### config.mk
export PLATFORM = sky130hd
export DESIGN_NAME = div7_sweeper_flat
export DESIGN_NICKNAME = d
export VERILOG_FILES = /design/src/rtl/div7_pkg.sv /design/src/rtl/div7_sweeper_if.sv /design/src/rtl/div7_check.sv /design/src/rtl/div7_sweeper.sv /design/src/flat_wrapper.sv
export SDC_FILE = /design/constraint.sdc
export NUM_CORES = 1
export LEC_CHECK = 0
export BUFFER_PORTS_ARGS = -buffer_cell sky130_fd_sc_hd__clkbuf_2
export CAP_MARGIN = 10
export CORE_ASPECT_RATIO = 1.75
export CORE_MARGIN = 2
export CORE_UTILIZATION = 53
export DETAILED_ROUTE_END_ITERATION = 16
export PLACE_DENSITY = 0.78
export SYNTH_ARGS = -nofsm -noshare
export SYNTH_HDL_FRONTEND = slang
export SYNTH_SLANG_ARGS = --single-unit
### constraint.sdc
create_clock -name clk -period 3.4 [get_ports clk]
set_input_delay 0.51 -clock clk [delete_from_list [all_inputs] [get_ports clk]]
set_output_delay 0.51 -clock clk [all_outputs]
set_load 0.03 [all_outputs]
### src/rtl/div7_pkg.sv
// Shared types and constants for the divide-by-7 result sweeper.
// Latency: none (declarations only).
// Backpressure: not applicable.
package div7_pkg;

    // Dividend, quotient and remainder widths of the divider under test
    localparam int D_W     = 16;
    localparam int Q_W     = D_W - 2;
    localparam int R_W     = 4;

    // The divider always divides by this constant
    localparam int DIVISOR = 7;

    // Sweep sequencer states
    typedef enum logic [2:0] {
        IDLE       = 3'd0,
        WAIT_IDLE  = 3'd1,
        SETUP      = 3'd2,
        PULSE      = 3'd3,
        WAIT_VALID = 3'd4,
        CHECK      = 3'd5,
        DRAIN      = 3'd6,
        FIN        = 3'd7
    } state_t;

endpackage

### src/rtl/div7_sweeper_if.sv
// Request/response bus between the sweeper and a divide-by-7 unit.
// Latency: none (wires only).
// Backpressure: divider signals busy; the requester waits for busy=0 before start.
interface div7_sweeper_if #(
    parameter int D_W = div7_pkg::D_W
) ();
    import div7_pkg::*;

    logic               start;
    logic [D_W-1:0]     data;
    logic               busy;
    logic               valid;
    logic [D_W-3:0]     q;
    logic [R_W-1:0]     reminder;

    // Sweeper side: issues dividends, consumes results
    modport master (
        output start,
        output data,
        input  busy,
        input  valid,
        input  q,
        input  reminder
    );

    // Divider side: accepts dividends, returns results
    modport slave (
        input  start,
        input  data,
        output busy,
        output valid,
        output q,
        output reminder
    );

endinterface

### src/rtl/div7_check.sv
// Combinational check that q*7 + reminder reproduces the dividend with a legal remainder.
// Latency: 0 cycles (pure combinational).
// Backpressure: none.
module div7_check #(
    parameter int D_W = div7_pkg::D_W,
    parameter int Q_W = div7_pkg::Q_W,
    parameter int R_W = div7_pkg::R_W
) (
    input  logic [D_W-1:0] data,
    input  logic [Q_W-1:0] q,
    input  logic [R_W-1:0] reminder,
    output logic           ok
);
    import div7_pkg::*;

    // One extra bit so q*7+r never wraps for any legal quotient
    localparam int S_W = D_W + 1;

    logic [S_W-1:0] prod;
    logic [S_W-1:0] sum;

    // Rebuild the dividend from the result and require remainder < divisor
    always_comb begin
        prod = S_W'(q) * S_W'(DIVISOR);
        sum  = prod + S_W'(reminder);
        ok   = (sum == S_W'(data)) && (reminder < R_W'(DIVISOR));
    end

endmodule

### src/rtl/div7_sweeper.sv
// Walks dividends lo..hi through an external divide-by-7 unit and counts good/bad results.
// Latency: one dividend per ~6 cycles plus divider latency; done one cycle after the last drain.
// Backpressure: waits for busy=0 before each start; aborts the sweep if valid never arrives.
module div7_sweeper #(
    parameter int TIMEOUT_CYC = 300,
    parameter int D_W         = div7_pkg::D_W
) (
    input  logic                 clk,
    input  logic                 rst,
    input  logic                 go,
    input  logic [D_W-1:0]       lo,
    input  logic [D_W-1:0]       hi,
    div7_sweeper_if.master       div_bus,
    output logic                 running,
    output logic                 done,
    output logic                 timeout,
    output logic [D_W:0]         pass_cnt,
    output logic [D_W:0]         fail_cnt
);
    import div7_pkg::*;

    localparam int QW    = D_W - 2;
    // Wait counter must reach TIMEOUT_CYC+1 to detect the overrun
    localparam int CNT_W = $clog2(TIMEOUT_CYC + 2);
    localparam logic [CNT_W-1:0] TMO_LIM  = CNT_W'(TIMEOUT_CYC);
    localparam logic [CNT_W-1:0] CNT_ONE  = CNT_W'(1);
    localparam logic [D_W-1:0]   DATA_ONE = {{(D_W-1){1'b0}}, 1'b1};
    localparam logic [D_W:0]     TALLY_ONE = {{D_W{1'b0}}, 1'b1};

    state_t             state_q,   state_d;
    logic [D_W-1:0]     data_q,    data_d;
    logic [D_W-1:0]     hi_q,      hi_d;
    logic [CNT_W-1:0]   cnt_q,     cnt_d;
    logic [QW-1:0]      q_cap_q,   q_cap_d;
    logic [R_W-1:0]     r_cap_q,   r_cap_d;
    logic [D_W:0]       pass_q,    pass_d;
    logic [D_W:0]       fail_q,    fail_d;
    logic               timeout_q, timeout_d;

    logic               chk_ok;
    logic               drain_clear;
    logic               last_dividend;

    // Divider fully quiet, and whether the current dividend closes the sweep
    assign drain_clear   = !div_bus.valid && !div_bus.busy;
    assign last_dividend = (data_q == hi_q);

    div7_check #(
        .D_W (D_W),
        .Q_W (QW),
        .R_W (R_W)
    ) u_check (
        .data     (data_q),
        .q        (q_cap_q),
        .reminder (r_cap_q),
        .ok       (chk_ok)
    );

    // State register with synchronous active-low reset
    always_ff @(posedge clk) begin
        if (!rst) begin
            state_q <= IDLE;
        end else begin
            state_q <= state_d;
        end
    end

    // Datapath registers: dividend, bounds, wait counter, captured result, tallies
    always_ff @(posedge clk) begin
        if (!rst) begin
            data_q    <= '0;
            hi_q      <= '0;
            cnt_q     <= '0;
            q_cap_q   <= '0;
            r_cap_q   <= '0;
            pass_q    <= '0;
            fail_q    <= '0;
            timeout_q <= 1'b0;
        end else begin
            data_q    <= data_d;
            hi_q      <= hi_d;
            cnt_q     <= cnt_d;
            q_cap_q   <= q_cap_d;
            r_cap_q   <= r_cap_d;
            pass_q    <= pass_d;
            fail_q    <= fail_d;
            timeout_q <= timeout_d;
        end
    end

    // Next-state logic for the sweep sequencer
    always_comb begin
        state_d = state_q;
        case (state_q)
            IDLE: begin
                if (go) begin
                    state_d = (hi < lo) ? FIN : WAIT_IDLE;
                end
            end
            WAIT_IDLE: begin
                if (!div_bus.busy) begin
                    state_d = SETUP;
                end
            end
            SETUP: begin
                state_d = PULSE;
            end
            PULSE: begin
                state_d = WAIT_VALID;
            end
            WAIT_VALID: begin
                if (div_bus.valid) begin
                    state_d = CHECK;
                end else if (cnt_q > TMO_LIM) begin
                    state_d = FIN;
                end
            end
            CHECK: begin
                state_d = DRAIN;
            end
            DRAIN: begin
                if (drain_clear) begin
                    state_d = last_dividend ? FIN : WAIT_IDLE;
                end
            end
            FIN: begin
                state_d = IDLE;
            end
            default: begin
                state_d = IDLE;
            end
        endcase
    end

    // Datapath updates; data_q doubles as the dividend iterator so it stays
    // stable from SETUP through CHECK and only steps in DRAIN
    always_comb begin
        data_d    = data_q;
        hi_d      = hi_q;
        cnt_d     = cnt_q;
        q_cap_d   = q_cap_q;
        r_cap_d   = r_cap_q;
        pass_d    = pass_q;
        fail_d    = fail_q;
        timeout_d = timeout_q;
        case (state_q)
            IDLE: begin
                if (go) begin
                    data_d    = lo;
                    hi_d      = hi;
                    pass_d    = '0;
                    fail_d    = '0;
                    timeout_d = 1'b0;
                end
            end
            PULSE: begin
                cnt_d = CNT_ONE;
            end
            WAIT_VALID: begin
                if (div_bus.valid) begin
                    q_cap_d = div_bus.q;
                    r_cap_d = div_bus.reminder;
                end else if (cnt_q > TMO_LIM) begin
                    fail_d    = fail_q + TALLY_ONE;
                    timeout_d = 1'b1;
                end else begin
                    cnt_d = cnt_q + CNT_ONE;
                end
            end
            CHECK: begin
                if (chk_ok) begin
                    pass_d = pass_q + TALLY_ONE;
                end else begin
                    fail_d = fail_q + TALLY_ONE;
                end
            end
            DRAIN: begin
                // Compare before stepping so hi=all-ones ends without wrapping
                if (drain_clear && !last_dividend) begin
                    data_d = data_q + DATA_ONE;
                end
            end
            default: begin
            end
        endcase
    end

    // Moore outputs decoded from the current state and registers
    always_comb begin
        div_bus.start = (state_q == PULSE);
        div_bus.data  = data_q;
        done          = (state_q == FIN);
        running       = (state_q != IDLE);
        timeout       = timeout_q;
        pass_cnt      = pass_q;
        fail_cnt      = fail_q;
    end

endmodule
### src/flat_wrapper.sv
// flat-port wrapper written by rule: the top's interface ports become plain ports
module div7_sweeper_flat import div7_pkg::*;
#(
    parameter int TIMEOUT_CYC = 300,
    parameter int D_W         = div7_pkg::D_W
)
  (clk, rst, go, lo, hi, running, done, timeout, pass_cnt, fail_cnt, div_bus_start, div_bus_data, div_bus_busy, div_bus_valid, div_bus_q, div_bus_reminder);
  div7_sweeper_if #(.D_W(D_W)) div_bus_i ();
  input  logic clk;
  input  logic rst;
  input  logic go;
  input  logic [D_W-1:0] lo;
  input  logic [D_W-1:0] hi;
  output logic running;
  output logic done;
  output logic timeout;
  output logic [D_W:0] pass_cnt;
  output logic [D_W:0] fail_cnt;
  output wire logic [$bits(div_bus_i.start)-1:0] div_bus_start;
  output wire logic [$bits(div_bus_i.data)-1:0] div_bus_data;
  input wire logic [$bits(div_bus_i.busy)-1:0] div_bus_busy;
  input wire logic [$bits(div_bus_i.valid)-1:0] div_bus_valid;
  input wire logic [$bits(div_bus_i.q)-1:0] div_bus_q;
  input wire logic [$bits(div_bus_i.reminder)-1:0] div_bus_reminder;
  assign div_bus_start = div_bus_i.start;
  assign div_bus_data = div_bus_i.data;
  assign div_bus_i.busy = div_bus_busy;
  assign div_bus_i.valid = div_bus_valid;
  assign div_bus_i.q = div_bus_q;
  assign div_bus_i.reminder = div_bus_reminder;
  div7_sweeper #(.TIMEOUT_CYC(TIMEOUT_CYC), .D_W(D_W)) u_core (.clk(clk), .rst(rst), .go(go), .lo(lo), .hi(hi), .div_bus(div_bus_i), .running(running), .done(done), .timeout(timeout), .pass_cnt(pass_cnt), .fail_cnt(fail_cnt));
endmodule
==> impl_metrics.py, run 1 <==
metrics = {
    "cts": {
        "cts_buffers": 9,
        "worstSkewPairLatency_ns": 0.35,
        "cts.clk_slew.worst_paths_ns": 0.07,
        "cts-root-buf": "clkbuf_16",
        "htree_levels": 3,
        "cts_tree": "yes",
        "cts_sinks": 97,
        "hold_buffers": 0,
        "clk_path_buf_depth": 2,
    },
    "logic_synthesis": {
        "synth_edf_count": 0,
        "synthTopCellsByCount": "nand2_1 (128), a21oi_1 (102), dfxtp_1 (97)",
        "yosys_warnings": 0,
        "yosysTopAreaCell": "dfxtp_1",
        "async_flop_share": 0,
        "synthDistinctLibCells": 60,
        "syn_nets": 1051,
        "synth_cells": 929,
        "seq_area_frac_synth": 0.271,
        "syn_area_um2": 7170,
        "syn_area_per_cell_um2": 7.72,
        "synth_top_area_frac": 0.271,
        "synth.area.top_cells": "dfxtp_1 (27%), ha_1 (8.9%), a21oi_1 (7.1%)",
        "ys.flop_type": "dfxtp_1",
        "synth_seq_cells": 97,
        "synth.most_common_cell": "nand2_1",
    },
    "timing": {
        "hold_viol": 0,
        "setup_viol": 34,
        "slew_headroom": 0.414,
        "rsz0062_at_grt": "yes",
        "fin_crit_sh": 1.16,
        "drv_slew": 0,
        "tightestPinTransition_ns": 0.880,
        "setup_slack_ns": -0.554,
        "skew_ns": 0.00654,
        "holdWs_ns": 0.370,
        "max_freq_mhz": 253,
        "timing.final.crit_period_ns": 3.95,
    },
    "pwr": {
        "combPwrFrac": 0.490,
        "netSwitchingFraction": 0.442,
        "p_sw_mw": 2.21,
        "power_density_nw_per_um2": 559,
        "leakage_nw": 4.09,
        "internal_power_mw": 2.79,
        "power_frac_clock": 0.201,
        "peakVddDrop_v": 0.000440,
        "p_seq_frac": 0.310,
    },
    "critical_path": {
        "ff2ff_setup_slack_ns": -0.55,
        "worstReg2RegStart": "u_core.q_cap_q[2]",
        "cpMaxStageDelayCell": "or4_4",
        "crit_chain": "fa_1 > fa_1 > fa_2 > xor2_1 > nor2_1 > o21ai_1 > nor3_2 > nand4_1 > or4_4 > buf_4 > o21ai_4 > mux2i_1",
        "crit_start": "u_core.q_cap_q[2]",
        "end_kind": "flop",
        "cp_top_family": "adder cells",
        "crit_path_max_incr_delay_ns": 0.62,
        "worstSetupPathType": "reg2reg",
        "crit_required_ns": 3.68,
        "cp_common_cell": "fa_1",
        "path_max_fanout": 8,
        "arrival_ns": 4.23,
        "r2r_end": "u_core.fail_cnt[0]",
        "path_buf_inv": 1,
        "startpoint_type": "flop",
        "rr_worst_depth": 12,
    },
    "hold_path": {
        "hold-path-endpoint": "u_core.q_cap_q[8]",
        "hold_class": "in2reg",
        "hold_depth": 3,
        "min_from": "div_bus_q[8]",
    },
    "die": {
        "core-area_um2": 13300,
        "die_h_um": 158,
        "die-area_um2": 14500,
        "num_rows": 56,
        "io_pins": 109,
        "initial_core_util": 0.539,
        "die_x_um": 92.0,
    },
    "finish": {
        "layout-drive-gt1-share": 0.266,
        "stdcell_area_um2": 8960,
        "final_core_util": 0.673,
        "nets": 1205,
        "area_growth_pct": 24.9,
        "n_antenna_cell": 0,
    },
    "global_route": {
        "grt_util_all_layers": 0.284,
        "grt_start_max_net_pins": 43,
        "gr-total-overflow": 0,
        "antenna_found_initial": 0,
        "grt_pass1_wl_um": 33300,
        "grt_pass1_vias": 7103,
    },
    "outcome": {
        "status": "finished with violations",
        "violations": "negative setup slack",
    },
    "routing": {
        "drtAntennaViolNets": 0,
        "viasPerCell": 5.90,
        "firstDrtPassIters": 6,
        "vias": 7440,
        "drcViolationCount": 0,
        "drt_iter0_markers": 413,
        "wire_per_inst_um": 16.3,
        "wl_um": 20500,
    },
    "placement": {
        "place.gp.congestion": 0.932,
        "dp_hpwl_um": 15100,
        "placed_area_um2": 8510,
        "io_buffers": 108,
    },
    "run": {
        "maxCapViolations": 0,
    },
}
## power by group through the flow
stage,Sequential [mW],Clock (mW),Combinational [mW]
6_report,1.55,1.00,2.45
5_1_grt,1.57,1.06,2.66
4_1_cts,1.54,1.02,2.38
3_5_place_dp,1.57,0,2.29
3_3_place_gp,1.56,0,2.26
2_1_floorplan,1.59,0,1.46
## cell type report
class                   count  area (um^2)
inverters                  63          236
repair buffers            191         1190
well taps                 174          218
clock buffers               9          225
clock inverters             7         58.8
multi-input cells         721         5080
fillers                  1169         4350
flip-flops and latches     97         1950
## cells by family after synthesis
group                    count (synthesis)  synth area share
buffers and inverters                  112            0.0614
adder cells (fa/ha/maj)                 67             0.134
AO/OA/AOI/OAI                          262             0.239
multiplexers                             8            0.0112
XOR/XNOR                                37            0.0452
AND/OR/NAND/NOR                        346             0.239
flip-flops                              97             0.271
## cells in the final DEF (no fill, tap or decap), types with 8 or more instances in the layout
master,netlist,routed
a21o_1,21,21
xor2_1,27,26
dfxtp_1,97,92
o21ai_0,33,29
or2_2,9,9
and2_1,8,8
clkbuf_16,0,9
a21oi_1,102,98
ha_4,0,9
ha_1,51,41
o21a_1,13,13
fa_1,16,15
nand2_1,128,128
nor3_1,13,11
o21ai_1,13,15
nand4_1,17,17
mux2i_1,8,8
nand3_1,36,33
nand2b_1,8,8
o31ai_2,10,11
xnor2_1,10,8
o221a_2,10,10
buf_4,1,80
inv_1,63,58
or3_1,23,23
nor2_1,48,48
nand3b_1,8,8
clkbuf_2,1,108
and3_1,15,15
## metal layers
metal  global-route usage  wire (um)  vias to the layer above  share of wire
met5                    0          0                        -              0
met4                0.138        802                        0          0.039
met2                0.542      10900                      290           0.53
met3               0.0281       1170                       63          0.057
li1                     -          -                     3616              -
met1                0.310       7680                     3471           0.37
## how the worst max path moves through the flow
stage	cells after the start	endpoint	slack, ns
final	12	u_core.fail_cnt[0]	-0.55
after global routing	15	u_core.fail_cnt[0]	-0.66
after CTS	12	u_core.fail_cnt[2]	-0.40
after detailed placement	12	u_core.fail_cnt[2]	-0.38
after global placement	12	u_core.pass_cnt[12]	-0.36
after floorplan	12	u_core.fail_cnt[13]	-0.16
## what timing repair did
action	CTS	global route
gates cloned	1	0
pin swaps	1	2
buffers inserted	1	3
endpoints found under the setup margin	34	34
gates resized for setup	15	11
## flip-flops by register name (all words and copies together), names as in the netlist
register / count
u_core.fail_cnt: 17
u_core.pass_cnt: 17
u_core.div_bus.data: 16
u_core.hi_q: 16
u_core.q_cap_q: 14
u_core.cnt_q: 9
u_core.r_cap_q: 4
u_core.state_q: 3
u_core.timeout: 1
## through the flow
stage                     power (mW)  TNS, ns  std cells  setup slack [ns]
after global placement          3.82   -11.00       1241            -0.358
after CTS                       4.94   -12.74       1259            -0.405
after floorplan                 3.05    -3.23        929            -0.159
after global routing            5.29   -20.22       1262            -0.664
final                           5.01   -16.20       1262            -0.554
after detailed placement        3.86   -11.74       1241            -0.378
## worst register-to-register path, cell delays in order, from the launching register on
cell and delay (ns):
dfxtp_4 0.37, fa_1 0.50, fa_1 0.56, fa_2 0.46
xor2_1 0.16, nor2_1 0.13, o21ai_1 0.09, nor3_2 0.24
nand4_1 0.21, or4_4 0.62, buf_4 0.19, o21ai_4 0.15
mux2i_1 0.21
(Power assumes the default switching activity.)
==> run 2, diff against run 1 <==
--- a/config.mk
+++ b/config.mk
@@ -9,9 +9,9 @@
 export CAP_MARGIN = 10
 export CORE_ASPECT_RATIO = 1.75
 export CORE_MARGIN = 2
-export CORE_UTILIZATION = 53
+export CORE_UTILIZATION = 58
 export DETAILED_ROUTE_END_ITERATION = 16
-export PLACE_DENSITY = 0.78
+export PLACE_DENSITY = 0.81
 export SYNTH_ARGS = -nofsm -noshare
 export SYNTH_HDL_FRONTEND = slang
 export SYNTH_SLANG_ARGS = --single-unit
==> constraint.sdc (replaced) <==
create_clock -name clk -period 4.3 [get_ports clk]
set_input_delay 0.645 -clock clk [delete_from_list [all_inputs] [get_ports clk]]
set_output_delay 0.645 -clock clk [all_outputs]
set_load 0.03 [all_outputs]
==> impl_metrics.py, run 2 (synthesis results as in run 1) <==
metrics = {
    "cts": {
        "hold_buffers": 0,
        "cts-root-buf": "clkbuf_16",
        "cts_buffers": 9,
        "clk_path_buf_depth": 2,
        "cts.clk_slew.worst_paths_ns": 0.07,
        "cts_tree": "yes",
        "worstSkewPairLatency_ns": 0.35,
        "cts_sinks": 97,
        "htree_levels": 3,
    },
    "timing": {
        "setup_slack_ns": 0.200,
        "tightestPinTransition_ns": 0.810,
        "timing.final.crit_period_ns": 4.10,
        "slew_headroom": 0.459,
        "hold_viol": 0,
        "drv_slew": 0,
        "max_freq_mhz": 244,
        "setup_viol": 0,
        "fin_setup_tns_ns": 0,
        "rsz0062_at_grt": "no",
        "skew_ns": 0.00856,
        "fin_crit_sh": 0.953,
    },
    "finish": {
        "layout-drive-gt1-share": 0.176,
        "nets": 1133,
        "n_antenna_cell": 0,
        "final_core_util": 0.679,
        "n_fill_cell": 1098,
        "area_growth_pct": 14.2,
        "final_cell_mix": "nand2_1 (128), clkbuf_2 (108), a21oi_1 (99), dfxtp_1 (95), inv_1 (63)",
        "stdcell_area_um2": 8190,
        "layout_commonest_cell": "nand2_1",
    },
    "die": {
        "die-area_um2": 13300,
        "core-area_um2": 12100,
        "die_h_um": 151,
        "num_rows": 53,
        "die_x_um": 88.1,
        "initial_core_util": 0.594,
        "io_pins": 109,
    },
    "critical_path": {
        "worstSetupPathType": "reg2reg",
        "crit_chain": "fa_1 > fa_1 > fa_1 > nand3_1 > a21boi_1 > o31a_1 > mux2i_1 > o31ai_1 > or4_1 > buf_12 > o21ai_2 > a221oi_1",
        "cp_common_cell": "fa_1",
        "startpoint_type": "flop",
        "cpMaxStageDelayCell": "fa_1",
        "path_max_fanout": 29,
        "end_kind": "flop",
        "crit_required_ns": 4.49,
        "arrival_ns": 4.29,
        "crit_path_max_incr_delay_ns": 0.58,
    },
    "global_route": {
        "antenna_found_initial": 0,
        "grt_pass1_wl_um": 31800,
        "grt_util_all_layers": 0.301,
        "grt_pass1_vias": 6802,
        "gr-total-overflow": 0,
        "grt_start_max_net_pins": 36,
    },
    "routing": {
        "viasPerCell": 6.06,
        "drtAntennaViolNets": 0,
        "wire_per_inst_um": 16.5,
        "vias": 7156,
        "firstDrtPassIters": 5,
        "drcViolationCount": 0,
        "drt_iter0_markers": 489,
        "wl_um": 19500,
    },
    "placement": {
        "dp_hpwl_um": 14700,
        "placed_area_um2": 7820,
        "io_buffers": 108,
        "place_ws_ns": 0.118,
        "place.gp.congestion": 0.966,
    },
    "outcome": {
        "status": "finished, final reports clean",
    },
    "pwr": {
        "finalPower_mw": 3.69,
        "power_density_nw_per_um2": 450,
        "leakage_nw": 3.72,
        "peakVddDrop_v": 0.000294,
    },
    "run": {
        "maxCapViolations": 0,
    },
    "hold_path": {
        "hold_class": "reg2reg",
    },
}
==> run 2: cell count changes in the layout (fill, tap and decap cells not counted), moves of 3 or more <==
cell / previous run / this run
buf_4: 80 / 11
inv_2: 5 / 0
o21ai_0: 29 / 33
o2bb2ai_1: 0 / 3
nand3_2: 3 / 0
o2bb2ai_2: 3 / 0
ha_4: 9 / 0
dfxtp_1: 92 / 95
ha_1: 41 / 51
o21ai_1: 15 / 12
inv_1: 58 / 63
nand3_1: 33 / 36
==> run 2: routing by layer <==
layer	vias to the layer above	wire, um	share of wire	GRT usage
met3	57	877	0.045	0.0332
met1	3389	7300	0.37	0.332
met2	234	10500	0.54	0.557
met5	-	0	0	0
li1	3476	-	-	-
met4	0	817	0.042	0.147
==> run 2: worst max-delay path, delay by kind of cell, from the launching register on <==
family,cells,cell delay [ns]
buf+inv,1,0.21
compound gates,5,0.91
flops,1,0.36
fa+ha+maj,3,1.57
mux,1,0.15
simple gates,2,0.72
==> run 2: final timing paths <==
path / start / to / slack (ns) / depth (start not counted)
setup / recovery: u_core.q_cap_q[0] / u_core.fail_cnt[3] / 0.20 / 12
hold / removal: u_core.q_cap_q[9] / u_core.q_cap_q[9] / 0.46 / 2
setup reg to reg: u_core.q_cap_q[0] / u_core.fail_cnt[3] / 0.20 / 12
hold reg to reg: u_core.q_cap_q[9] / u_core.q_cap_q[9] / 0.46 / 2
==> run 2: repair_timing <==
item | CTS | global route
gates resized for setup | 0 | 10
buffers inserted | 0 | 1
setup endpoints to repair | 0 | 26
==> run 2: power breakdown <==
group          switching, mW  total, mW  internal, mW
logic                  0.988       1.55         0.563
registers              0.237       1.25          1.02
clock network          0.354      0.879         0.525
==> run 2: final cells by class <==
type | count | area (um^2) | share of cell area
timing repair buffer | 120 | 643 | 0.0785
tap | 165 | 206 | 0.0252
multi-input combinational | 720 | 4840 | 0.591
sequential | 97 | 1940 | 0.237
clock inverter | 4 | 76.3 | 0.00932
clock buffer | 11 | 243 | 0.0296
inverter | 63 | 236 | 0.0289
==> run 2: stage by stage <==
stage / instances / hold slack, ns
detailed placement: 1164 / 0.452
CTS: 1179 / 0.461
global route: 1180 / 0.476
floorplan: 929 / 0.432
global placement: 1164 / 0.444
finish: 1180 / 0.457
